**src/rtl/mc_main_fsm_if.sv**
```systemverilog
// Control bundle between the multicycle main FSM and the datapath it steers.
// The FSM side (master) reads instruction fields and memory status and drives every enable/select.
interface mc_main_fsm_if;
  logic [1:0] Op;
  logic [5:0] Funct;
  logic       MemReady;
  logic       IRWrite;
  logic       NextPC;
  logic       AdrSrc;
  logic       ALUSrcA;
  logic [1:0] ALUSrcB;
  logic [1:0] ResultSrc;
  logic       ALUOp;
  logic       RegW;
  logic       MemW;
  logic       Branch;
  logic       ByteLd;
  logic [3:0] State;

  modport master (
    input  Op, Funct, MemReady,
    output IRWrite, NextPC, AdrSrc, ALUSrcA, ALUSrcB, ResultSrc,
           ALUOp, RegW, MemW, Branch, ByteLd, State
  );

  modport slave (
    output Op, Funct, MemReady,
    input  IRWrite, NextPC, AdrSrc, ALUSrcA, ALUSrcB, ResultSrc,
           ALUOp, RegW, MemW, Branch, ByteLd, State
  );
endinterface

```
**src/rtl/mc_main_fsm.sv**
```systemverilog
// Multicycle main control FSM: sequences one instruction through fetch, decode,
// execute/memory and writeback, stalling on memory wait states.
module mc_main_fsm (
  input  logic           clk,
  input  logic           reset,
  mc_main_fsm_if.master  bus
);

  typedef enum logic [3:0] {
    S_FETCH    = 4'd0,
    S_DECODE   = 4'd1,
    S_MEMADR   = 4'd2,
    S_MEMRD    = 4'd3,
    S_MEMWB    = 4'd4,
    S_MEMWR    = 4'd5,
    S_EXECUTER = 4'd6,
    S_EXECUTEI = 4'd7,
    S_ALUWB    = 4'd8,
    S_BRANCH   = 4'd9
  } state_t;

  localparam logic [3:0] CMD_CMP = 4'b1010;

  state_t state_q;
  state_t state_d;

  always_ff @(posedge clk or posedge reset) begin
    if (reset) begin
      state_q <= S_FETCH;
    end else begin
      state_q <= state_d;
    end
  end

  always_comb begin
    state_d       = S_FETCH;
    bus.IRWrite   = 1'b0;
    bus.NextPC    = 1'b0;
    bus.AdrSrc    = 1'b0;
    bus.ALUSrcA   = 1'b0;
    bus.ALUSrcB   = 2'b00;
    bus.ResultSrc = 2'b00;
    bus.ALUOp     = 1'b0;
    bus.RegW      = 1'b0;
    bus.MemW      = 1'b0;
    bus.Branch    = 1'b0;
    bus.ByteLd    = 1'b0;

    case (state_q)
      S_FETCH: begin
        // PC+4 through the ALU; IR and PC only commit once the fetch completes
        bus.ALUSrcA   = 1'b1;
        bus.ALUSrcB   = 2'b10;
        bus.ResultSrc = 2'b10;
        bus.IRWrite   = bus.MemReady;
        bus.NextPC    = bus.MemReady;
        state_d       = bus.MemReady ? S_DECODE : S_FETCH;
      end
      S_DECODE: begin
        bus.ALUSrcA   = 1'b1;
        bus.ALUSrcB   = 2'b10;
        bus.ResultSrc = 2'b10;
        case (bus.Op)
          2'b00:   state_d = bus.Funct[5] ? S_EXECUTEI : S_EXECUTER;
          2'b01:   state_d = S_MEMADR;
          2'b10:   state_d = S_BRANCH;
          default: state_d = S_FETCH;
        endcase
      end
      S_MEMADR: begin
        bus.ALUSrcB = 2'b01;
        state_d     = bus.Funct[0] ? S_MEMRD : S_MEMWR;
      end
      S_MEMRD: begin
        bus.AdrSrc = 1'b1;
        bus.ByteLd = bus.Funct[2];
        state_d    = bus.MemReady ? S_MEMWB : S_MEMRD;
      end
      S_MEMWB: begin
        bus.ResultSrc = 2'b01;
        bus.RegW      = 1'b1;
        bus.ByteLd    = bus.Funct[2];
        state_d       = S_FETCH;
      end
      S_MEMWR: begin
        bus.AdrSrc = 1'b1;
        bus.MemW   = 1'b1;
        state_d    = bus.MemReady ? S_FETCH : S_MEMWR;
      end
      S_EXECUTER: begin
        bus.ALUOp = 1'b1;
        state_d   = (bus.Funct[4:1] == CMD_CMP) ? S_FETCH : S_ALUWB;
      end
      S_EXECUTEI: begin
        bus.ALUSrcB = 2'b01;
        bus.ALUOp   = 1'b1;
        state_d     = (bus.Funct[4:1] == CMD_CMP) ? S_FETCH : S_ALUWB;
      end
      S_ALUWB: begin
        bus.RegW = 1'b1;
        state_d  = S_FETCH;
      end
      S_BRANCH: begin
        bus.ALUSrcB   = 2'b01;
        bus.ResultSrc = 2'b10;
        bus.Branch    = 1'b1;
        state_d       = S_FETCH;
      end
      default: begin
        state_d = S_FETCH;
      end
    endcase
  end

  assign bus.State = state_q;

endmodule

```
**src/flat_wrapper.sv**
```systemverilog
// flat-port wrapper written by rule: the top's interface ports become plain ports
module mc_main_fsm_flat 
  (clk, reset, bus_Op, bus_Funct, bus_MemReady, bus_IRWrite, bus_NextPC, bus_AdrSrc, bus_ALUSrcA, bus_ALUSrcB, bus_ResultSrc, bus_ALUOp, bus_RegW, bus_MemW, bus_Branch, bus_ByteLd, bus_State);
  mc_main_fsm_if bus_i ();
  input  logic clk;
  input  logic reset;
  input wire logic [$bits(bus_i.Op)-1:0] bus_Op;
  input wire logic [$bits(bus_i.Funct)-1:0] bus_Funct;
  input wire logic [$bits(bus_i.MemReady)-1:0] bus_MemReady;
  output wire logic [$bits(bus_i.IRWrite)-1:0] bus_IRWrite;
  output wire logic [$bits(bus_i.NextPC)-1:0] bus_NextPC;
  output wire logic [$bits(bus_i.AdrSrc)-1:0] bus_AdrSrc;
  output wire logic [$bits(bus_i.ALUSrcA)-1:0] bus_ALUSrcA;
  output wire logic [$bits(bus_i.ALUSrcB)-1:0] bus_ALUSrcB;
  output wire logic [$bits(bus_i.ResultSrc)-1:0] bus_ResultSrc;
  output wire logic [$bits(bus_i.ALUOp)-1:0] bus_ALUOp;
  output wire logic [$bits(bus_i.RegW)-1:0] bus_RegW;
  output wire logic [$bits(bus_i.MemW)-1:0] bus_MemW;
  output wire logic [$bits(bus_i.Branch)-1:0] bus_Branch;
  output wire logic [$bits(bus_i.ByteLd)-1:0] bus_ByteLd;
  output wire logic [$bits(bus_i.State)-1:0] bus_State;
  assign bus_i.Op = bus_Op;
  assign bus_i.Funct = bus_Funct;
  assign bus_i.MemReady = bus_MemReady;
  assign bus_IRWrite = bus_i.IRWrite;
  assign bus_NextPC = bus_i.NextPC;
  assign bus_AdrSrc = bus_i.AdrSrc;
  assign bus_ALUSrcA = bus_i.ALUSrcA;
  assign bus_ALUSrcB = bus_i.ALUSrcB;
  assign bus_ResultSrc = bus_i.ResultSrc;
  assign bus_ALUOp = bus_i.ALUOp;
  assign bus_RegW = bus_i.RegW;
  assign bus_MemW = bus_i.MemW;
  assign bus_Branch = bus_i.Branch;
  assign bus_ByteLd = bus_i.ByteLd;
  assign bus_State = bus_i.State;
  mc_main_fsm u_core (.clk(clk), .reset(reset), .bus(bus_i));
endmodule
```
**config.mk**
```make
export PLATFORM = sky130hd
export DESIGN_NAME = mc_main_fsm_flat
export DESIGN_NICKNAME = d
export VERILOG_FILES = /design/src/rtl/mc_main_fsm_if.sv /design/src/rtl/mc_main_fsm.sv /design/src/flat_wrapper.sv
export SDC_FILE = /design/constraint.sdc
export NUM_CORES = 1
export LEC_CHECK = 0
export ABC_AREA = 1
export CAP_MARGIN = 20
export CORE_MARGIN = 2
export CORE_UTILIZATION = 29
export CTS_CLUSTER_SIZE = 14
export DETAILED_ROUTE_END_ITERATION = 10
export PLACE_DENSITY = 0.71
export SLEW_MARGIN = 40
export SYNTH_ARGS = -nofsm -noshare
export SYNTH_HDL_FRONTEND = slang
export SYNTH_SLANG_ARGS = --single-unit
```
**constraint.sdc**
```tcl
create_clock -name clk -period 1 [get_ports clk]
set_input_delay 0.15 -clock clk [delete_from_list [all_inputs] [get_ports clk]]
set_output_delay 0.15 -clock clk [all_outputs]
set_load 0.01 [all_outputs]
```
Yosys cells after proc, flatten, opt, wreduce, memory -nomap -nowiden

Index checks and enable logic that the tools add are counted.
W data, S select, Z words.

Register bits after elaboration: 4
Bits of input ports: 11
Output and inout port bits: 17
Word-level logic and storage cells: 40

Eq/ne operators: 12
Mux-type cells: 18
Reductions and logical operators: 9

Operator list:

| operator             | number |
|---|---|
| $pmux W4 S6          | 1 |
| $eq A4 B3 Y1 const B | 4 |
| $eq A4 B4 Y1 const B | 3 |
| $pmux W4 S3          | 1 |
| $mux W1              | 10 |
| $reduce_or A2 Y1     | 5 |
| $mux W3              | 3 |
| $eq A4 B2 Y1 const B | 2 |
| $pmux W2 S2          | 2 |
| $reduce_or A3 Y1     | 2 |
| $eq A4 B1 Y1 const B | 1 |
| $logic_not A4 Y1     | 1 |
| $mux W4              | 1 |
| $eq A2 B1 Y1 const B | 1 |
| $eq A2 B2 Y1 const B | 1 |
| $logic_not A2 Y1     | 1 |

Depth between registers and ports, before layout

Word-level depth: 3
Gate-level depth with buffers: 6
Depth with buffers taken out: 6

Worst setup path before layout

No wires, ideal clock.

Kind: flip-flop to output port
Start point: register u_core.state_q[3], in the netlist u_core.bus.State[3]
End point: output bus_NextPC
Arrival: 1.079 ns
Data required time: 0.850 ns
Slack: -0.229 ns
Cell stages (with the launch flop): 5
Buffers on the path: 1
Cell sequence: dfrtp_1 nor2_4 nand2_1 nor2_2 buf_4

Cells in the longest elaborated chain, start to end: 2

Ends and longest elaborated chain:

| item                   | RTL line           | text |
|---|---|---|
| from (decl)            | mc_main_fsm.sv:24  | `state_t state_q;` |
| from (signal assigned) | mc_main_fsm.sv:31  | `state_q <= state_d;` |
| $logic_not A4 Y1       | -                  |  |
| $mux W1                | -                  |  |
| to (decl)              | flat_wrapper.sv:11 | `output wire logic [$bits(bus_i.NextPC)-1:0] bus_NextPC;` |

No other way between the ends.

Worst setup path after layout

Start point: register u_core.state_q[3], in the netlist u_core.bus.State[3]
End point: output bus_ALUSrcB[0]

Cells in the longest elaborated chain, start to end: 3
Elaborated cells between the ends (all ways): 8
Classes of those cells: 4 x eq/ne; 1 x mux; 3 x reduce/logical

Ends and longest elaborated chain:

| item                                                                  | RTL line           | text |
|---|---|---|
| $eq A4 B4 Y1, or another cell as far along                            | mc_main_fsm.sv:49  | `case (state_q)` |
| $reduce_or A3 Y1 (no line) / $reduce_or A2 Y1 (equally long branches) | -                  |  |
| $pmux W2 S2 (*)                                                       | mc_main_fsm.sv:49  |  |
| to (decl)                                                             | flat_wrapper.sv:14 | `output wire logic [$bits(bus_i.ALUSrcB)-1:0] bus_ALUSrcB;` |

Mark *: on every way between the ends. The rest lies on a longest branch, timed or not.

==> flow_summary.toml <==
[layout]
fin_area_um2 = 1080
largest_reg_flops = 4
drive_gt1_share_pct = 70.1
final_core_util_pct = 86.0
area_growth_pct = 185
fin_nets = 140
antenna_cells = 0

[drt]
wl_per_cell_um = 17.3
postRouteAntennaNets = 0
drt_iter0_drc = 10
totalWireLength_um = 2460
vias_per_cell = 4.93
vias = 700
firstDrtPassIters = 4
drcViolationCount = 0

[die]
dieArea_um2 = 1610
core_area_um2 = 1250
fp.dieH_um = 40.1
initial_core_util_pct = 30.2
io-pin-count = 28
die_w_um = 40.1
std_cell_rows = 13

[outcome]
violations = "negative setup slack"
status = "finished with violations"

[timing]
finalHoldViolCount = 0
slew_headroom_pct = 86.0
fmax_mhz = 668
worst_pin_slew_ns = 0.208
skew_ns = 0.00547
finalMaxSlewViolations = 0
rsz0062_at_grt = "yes"
setup_viol = 21
period_share_pct = 150
tns_ns = -7.32
period_needed_ns = 1.50
fin_ws_ns = -0.498

[cts]
tritoncts = "yes"
hold_buffers = 0
cts_max_level = 1
numCtsBuffers = 3
clock_latency_ns = 0.24
clk_pin_slew_ns = 0.04
cts.path.max_buffers = 2
cts-root-buf = "clkbuf_4"
cts_sinks = 4

[synth]
synth_common_cells = "inv_1, nand2_1, nor2_1"
syn-num-nets = 75
syn_area_um2 = 378
synth.top_cell.area_share_pct = 26.5
synthFlopType = "dfrtp_1"
netlist_instances = 64
yosysWarnings = 0
synth-edff-count = 0
synthArstFlopShare_pct = 100
ys_seq_elements = 4
yosysUniqueCellTypes = 15
ys_seq_area_share_pct = 26.5
avgSynthCellArea_um2 = 5.90
yosysTopAreaCell = "dfrtp_1"
synthTopCellsByArea = "dfrtp_1, inv_1, nand2_1"

[min_path]
worst_hold_path_type = "input port to asynchronous set/reset pin"

[setup_path]
critPathCaptureType = "output port"
critPathKind = "flip-flop to output port"
required_ns = 0.85
cp.arrival_ns = 1.35
worst-path-max-fanout = 4
worstSetupStartpointType = "flip-flop"
r2r_setup_slack_ns = -0.41

[placement]
port_buffers = 27
placed_cell_area_um2 = 856
hpwl_um = 1120
routabilityCongestion = 0.768

[power_and_ir_drop]
power.density_nw_per_um2 = 2700
irDropWorstVdd_v = 0.00166
p_leak_nw = 0.571

[grt]
track_usage_pct = 28.6
gr-total-overflow = 0
grt_pass1_vias = 634
grt_antenna_before_repair = 0
grt_pass1_wl_um = 2890
grt_max_degree = 5

[run]
cap_viol_max_count = 0
==> routing by layer <==
metal	global-route usage [%]	vias to the layer above	routed length, um
met2	49.2	38	1310
met5	0	-	0
met4	24.1	0	73
li1	-	325	-
met3	5.00	8	126
met1	29.7	329	949
==> cells in the final DEF (no fill, tap or decap) <==
cell type	synthesis	layout
clkdlybuf4s50_1	0	10
nor2_2	2	3
nand3_1	9	6
buf_6	0	21
buf_2	0	9
nand2_4	0	5
nand3_4	0	2
inv_2	0	7
nand4_1	1	1
buf_4	1	21
nand2_1	13	4
or2_1	1	1
nor2_4	1	6
o21ai_1	0	2
a21boi_2	0	1
nor2_1	12	6
clkbuf_4	0	3
inv_1	13	6
o211ai_1	1	1
o21ai_0	3	1
nand3_2	1	2
nand2_2	1	5
dfrtp_2	0	4
==> cell families (layout without fill, tap and decap cells) <==
group,Yosys count,in the layout,share of synthesized area [%]
AND/OR/NAND/NOR,41,41,50.7
buffers and inverters,14,77,14.9
AO/OA/AOI/OAI,5,5,7.95
flip-flops,4,4,26.5
==> power breakdown <==
part           internal [W]  switching (W)  total, W  leakage [nW]
combinational       0.00123        0.00114   0.00236         0.510
sequential         0.000230       0.000110  0.000340        0.0469
clock              0.000135      0.0000714  0.000206        0.0138
==> worst max-delay path, cell delays in order (launching register included) <==
cell and delay, ns:
dfrtp_2 0.46, nor2_4 0.19, buf_6 0.13, nand2_4 0.04
o211ai_1 0.10, buf_2 0.18
==> stage by stage <==
step / std cells / hold WS (ns) / total power (W) / worst slack (ns)
after global placement: 125 / 0.343 / 0.00191 / -0.540
after CTS: 139 / 0.108 / 0.00258 / -0.409
after detailed placement: 125 / 0.358 / 0.00193 / -0.563
final: 142 / 0.119 / 0.00291 / -0.498
after global routing: 142 / 0.114 / 0.00304 / -0.532
after floorplan: 64 / -0.0839 / 0.00102 / -0.140
==> area by class of cell <==
cell class,count,area (um^2)
clock buffers,3,22.5
well taps,15,18.8
fillers,68,175
multi-input cells,46,343
inverters,13,48.8
flip-flops and latches,4,105
repair buffers,61,539
==> final timing paths <==
check                                     from                  end  depth (start not counted)
hold / removal                           reset  u_core.bus.State[1]                          2
setup / recovery           u_core.bus.State[3]       bus_ALUSrcB[0]                          5
setup reg to reg           u_core.bus.State[3]  u_core.bus.State[0]                          8
max in group asynchronous                reset  u_core.bus.State[2]                          2
min in group clk                  bus_Funct[0]  u_core.bus.State[1]                          3
hold reg to reg            u_core.bus.State[1]  u_core.bus.State[3]                          4
==> timing repair <==
action                     CTS  global route
pin swaps                   11            11
setup buffers               13             5
setup endpoints to repair   21            21
gates resized for setup    103            13
(Power assumes the default switching activity.)
